### config.mk
export PLATFORM = sky130hd
export DESIGN_NAME = sum_1digit_bcd_flat
export DESIGN_NICKNAME = d
export VERILOG_FILES = /design/src/rtl/sum_1digit_bcd_if.sv /design/src/rtl/sum_1digit_bcd.sv /design/src/flat_wrapper.sv
export SDC_FILE = /design/constraint.sdc
export NUM_CORES = 1
export LEC_CHECK = 0
export BUFFER_PORTS_ARGS = -buffer_cell sky130_fd_sc_hd__buf_2
export CAP_MARGIN = 0
export CORE_UTILIZATION = 35
export DETAILED_ROUTE_END_ITERATION = 8
export GPL_TIMING_DRIVEN = 0
export REMOVE_ABC_BUFFERS = 1
export SLEW_MARGIN = 10
export SYNTH_ARGS = -nofsm -noshare
export SYNTH_HDL_FRONTEND = slang
export SYNTH_SLANG_ARGS = --single-unit
### constraint.sdc
create_clock -name clk -period 6.2 [get_ports clk]
set_clock_uncertainty 0.05 [all_clocks]
set_input_delay 0 -clock clk [delete_from_list [all_inputs] [get_ports clk]]
set_output_delay 0 -clock clk [all_outputs]
set_load 0.02 [all_outputs]
### src/rtl/sum_1digit_bcd_if.sv
// rtl/sum_1digit_bcd_if.sv - operand and result bundle for one BCD adder digit
interface sum_1digit_bcd_if;
   logic [3:0] nr1;
   logic [3:0] nr2;
   logic       carry_in;
   logic       in_valid;
   logic [3:0] sum;
   logic       carry_out;
   logic [3:0] sum_q;
   logic       carry_q;
   logic       out_valid;

   // Producer side: drives operands, observes results
   modport master (
      output nr1, nr2, carry_in, in_valid,
      input  sum, carry_out, sum_q, carry_q, out_valid
   );

   // Adder side: consumes operands, drives results
   modport slave (
      input  nr1, nr2, carry_in, in_valid,
      output sum, carry_out, sum_q, carry_q, out_valid
   );
endinterface

### src/rtl/sum_1digit_bcd.sv
// rtl/sum_1digit_bcd.sv - single-digit BCD adder, optional digit check via SUM_1DIGIT_BCD_DIGIT_CHECK_EN
module sum_1digit_bcd (
   input  logic            clk,
   input  logic            rst,
   sum_1digit_bcd_if.slave bus
`ifdef SUM_1DIGIT_BCD_DIGIT_CHECK_EN
   ,
   output logic            bcd_err,
   output logic            bcd_err_c
`endif
);

   logic [4:0] raw;
   logic [3:0] adj;
   logic       dec_carry;
   logic [3:0] sum_c;

   // Binary sum of the digit, then decimal correction when it passes 9.
   // Only the low nibble of raw + 6 survives, so the add is done at 4 bits.
   always_comb begin
      raw       = {1'b0, bus.nr1} + {1'b0, bus.nr2} + {4'd0, bus.carry_in};
      adj       = raw[3:0] + 4'd6;
      dec_carry = (raw > 5'd9);
      sum_c     = dec_carry ? adj : raw[3:0];
   end

   assign bus.sum       = sum_c;
   assign bus.carry_out = dec_carry;

`ifdef SUM_1DIGIT_BCD_DIGIT_CHECK_EN
   // Flag any operand outside the decimal digit range.
   always_comb begin
      bcd_err_c = (bus.nr1 > 4'd9) | (bus.nr2 > 4'd9);
   end
`endif

   // Registered result: captured on in_valid, held otherwise; reset wins.
   always_ff @(posedge clk) begin
      if (rst) begin
         bus.sum_q     <= 4'd0;
         bus.carry_q   <= 1'b0;
         bus.out_valid <= 1'b0;
`ifdef SUM_1DIGIT_BCD_DIGIT_CHECK_EN
         bcd_err       <= 1'b0;
`endif
      end else begin
         bus.out_valid <= bus.in_valid;
         if (bus.in_valid) begin
            bus.sum_q   <= sum_c;
            bus.carry_q <= dec_carry;
`ifdef SUM_1DIGIT_BCD_DIGIT_CHECK_EN
            bcd_err     <= bcd_err_c;
`endif
         end
      end
   end

endmodule

### src/flat_wrapper.sv
// flat-port wrapper written by rule: the top's interface ports become plain ports
module sum_1digit_bcd_flat 
  (clk, rst, bus_nr1, bus_nr2, bus_carry_in, bus_in_valid, bus_sum, bus_carry_out, bus_sum_q, bus_carry_q, bus_out_valid);
  sum_1digit_bcd_if bus_i ();
  input  logic clk;
  input  logic rst;
  input wire logic [$bits(bus_i.nr1)-1:0] bus_nr1;
  input wire logic [$bits(bus_i.nr2)-1:0] bus_nr2;
  input wire logic [$bits(bus_i.carry_in)-1:0] bus_carry_in;
  input wire logic [$bits(bus_i.in_valid)-1:0] bus_in_valid;
  output wire logic [$bits(bus_i.sum)-1:0] bus_sum;
  output wire logic [$bits(bus_i.carry_out)-1:0] bus_carry_out;
  output wire logic [$bits(bus_i.sum_q)-1:0] bus_sum_q;
  output wire logic [$bits(bus_i.carry_q)-1:0] bus_carry_q;
  output wire logic [$bits(bus_i.out_valid)-1:0] bus_out_valid;
  assign bus_i.nr1 = bus_nr1;
  assign bus_i.nr2 = bus_nr2;
  assign bus_i.carry_in = bus_carry_in;
  assign bus_i.in_valid = bus_in_valid;
  assign bus_sum = bus_i.sum;
  assign bus_carry_out = bus_i.carry_out;
  assign bus_sum_q = bus_i.sum_q;
  assign bus_carry_q = bus_i.carry_q;
  assign bus_out_valid = bus_i.out_valid;
  sum_1digit_bcd u_core (.clk(clk), .rst(rst), .bus(bus_i));
endmodule
==> reports/qor.csv <==
metric;value;unit
min Tclk post-route;2.480;ns
Routed Wire Length;1.002;mm
Rel. slew slack;70.24;%
total of max-cap violations;0;
root buffer cell;clkbuf_4;
synth unique cells;29;
fill count;127;
outcome;finished, final reports clean;
hold slack final;0.01125;ns
most frequent cells in the layout;buf_2 (22), nor2_1 (7), dfxtp_1 (6);
TritonRoute pass-1 iters;4;
register bit count reported by yosys;6;
Clock Tree Buf Depth;2;
DRC violations left;0;
Worst Path Arrival;2.43;ns
detailed-route via count;465;
dpl cells;85;
vias in the first global route;371;
PortBufs;22;
Worst Path Max Fanout;6;
largest net degree at the start of global routing;8;
Reg2Reg Depth;2;
Critical R2R Launch;u_core.bus.sum_q[1]$_SDFFE_PP0P_;
worst setup path class;primary input to output pin;
most common cell after layout, fill and taps aside;buf_2;
hpwl dp;805.6;µm
register area;120.1;µm²
Starting Density;39.85;%
crit path from;bus_carry_in;
GRT Total Usage;15.50;%
CTS Hold Buffers Added;1;
Die Area;0.001483;mm²
Critical Path Source Type;primary input;
initial DRC count;4;
Final setup viols;0;
Leak;0.3191;nW
Seq pwr share;26.8;%
critical path's largest stage delay;0.55;ns
Seq/Total Area, Yosys;25.74;%
max-slew violations;0;
P_sw;0.06656;mW
crit-path leading delay family;adder cells;
Nets;95;
Syn Std Cell Area;466.7;µm²
htree depth;1;
fraction of layout cells with a size suffix above 1;38.67;%
Worst Hold Launch;bus_in_valid;
CP max-delay cell;or4_4;
clock share of power;22.2;%
initial antenna violation count;0;
DR vias/cell;5.225;
Ports;23;
crit path buf inv count;2;
setup tns final;0;ns
Layout Utilization;53.21;%
Min-Delay Path Class;primary input to flip-flop;
Power Internal;0.1004;mW
CTS Buf Count;3;
first-pass GRT wire length;1.531;mm
Ys Warns;0;
Comb power frac;51.0;%
core region area;0.001171;mm²
Final period util;40.00;%
critical path endpoint category;output pin;
Hold Fails Final Rpt;0;
setup bufs post-CTS;0;
RePlAce Congestion;0.7077;
Worst path depth;8;
num rows;12;
fin cells;89;
P per Cell Area;268.0;mW/mm²
clk_lat worst skew;0.25;ns
total power;0.1670;mW
RSZ-0062 raised after global routing;false;
CTS tree;yes;
multi-input logic area;335.3;µm²
Syn Inst Count;50;
required time of the worst setup path;6.15;ns
Slew @ Worst Pin;0.4454;ns
WL/cell;11.26;µm
hold path depth;2;
CTS Sinks;6;
cts repair resizes;0;
Mapped Avg Cell Area;9.334;µm²
Inserted Diodes;0;
CP Cell Sequence;buf_2, fa_1, fa_1, xnor2_1, ha_1, or4_4, a22oi_2, buf_2;
grt total ovfl;0;
Final ANT Viol Nets;0;
chip height;38.52;µm
Max Freq;0.4032;GHz
Net Sw Frac;39.86;%
VDD IR max;0.1581;mV
synthesis-to-finish area growth;33.51;%
clk slew on worst S/H paths;0.05;ns
die width;38.52;µm
per-layer routing:
layer  global-route usage (%)  routed length (µm)  up-vias
li1                         -                   -      242
met1                    20.77                 494      208
met2                    21.67                 428       13
met3                    6.977                  67        2
met4                    5.172                  11        0
met5                        0                   0        -
final cells by class:
| type | instances | area share, % |
|---|---|---|
| clock buffers | 3 | 3.614 |
| inverters | 2 | 1.205 |
| multi-input cells | 41 | 53.82 |
| flip-flops and latches | 6 | 19.28 |
| well taps | 14 | 2.811 |
| repair buffers | 23 | 19.28 |
through the flow:
step / cell area [µm²] / worst slack [ns]
6_report: 623.1 / 3.720
2_1_floorplan: 462.9 / 3.540
5_1_grt: 623.1 / 3.614
4_1_cts: 623.1 / 3.707
3_5_place_dp: 590.6 / 3.711
3_3_place_gp: 590.6 / 3.732
synthesized netlist by cell type:
cell | n | area (µm²)
nand2_1 | 2 | 7.510
a211o_1 | 1 | 8.760
o21a_1 | 1 | 7.510
nor2_1 | 7 | 26.28
a22oi_2 | 1 | 12.51
a311oi_1 | 1 | 8.760
and3_4 | 1 | 11.26
fa_1 | 2 | 40.04
a21oi_1 | 3 | 15.01
clkbuf_1 | 1 | 3.750
nor2b_1 | 1 | 6.260
and3b_1 | 1 | 8.760
inv_1 | 2 | 7.510
ha_1 | 4 | 50.05
o311ai_1 | 1 | 8.760
o31ai_1 | 1 | 7.510
a21boi_1 | 1 | 7.510
nor3b_1 | 1 | 7.510
o41ai_2 | 1 | 16.27
or4_4 | 1 | 11.26
nor3_1 | 1 | 5.000
a21o_1 | 3 | 22.52
xnor2_1 | 1 | 8.760
dfxtp_1 | 6 | 120.1
nand3b_1 | 1 | 7.510
a2111oi_0 | 1 | 8.760
mux2i_1 | 1 | 10.01
o22ai_1 | 1 | 6.260
nand3_1 | 1 | 5.000
flip-flops by register name (all words and copies together), names as in the netlist:
signal	cells
u_core.bus.out_valid	1
u_core.bus.carry_q	1
u_core.bus.sum_q	4
kinds of logic after synthesis:
logic type / share of synthesized area, %
adders and majority gates: 19.30
xor gates and xnor gates: 1.877
AOI/OAI and AO/OA: 27.89
buffers and inverters: 2.413
DFF: 25.74
and+or+nand+nor: 20.65
muxes: 2.145
worst paths after layout:
check,end,slack [ns]
setup / recovery,bus_sum[2],3.72
hold / removal,u_core.bus.sum_q[1]$_SDFFE_PP0P_,0.01
setup reg to reg,u_core.bus.sum_q[1]$_SDFFE_PP0P_,5.47
hold reg to reg,u_core.bus.carry_q$_SDFFE_PP0P_,0.43
power by group through the flow:
stage | clock network, mW | logic (mW) | registers (mW)
after floorplan | 0 | 0.0553 | 0.0508
after global placement | 0 | 0.0843 | 0.0452
after detailed placement | 0 | 0.0849 | 0.0454
after CTS | 0.0393 | 0.0856 | 0.0446
after global routing | 0.0410 | 0.0932 | 0.0451
final | 0.0371 | 0.0852 | 0.0447
Power figures use the tool's default switching activity.
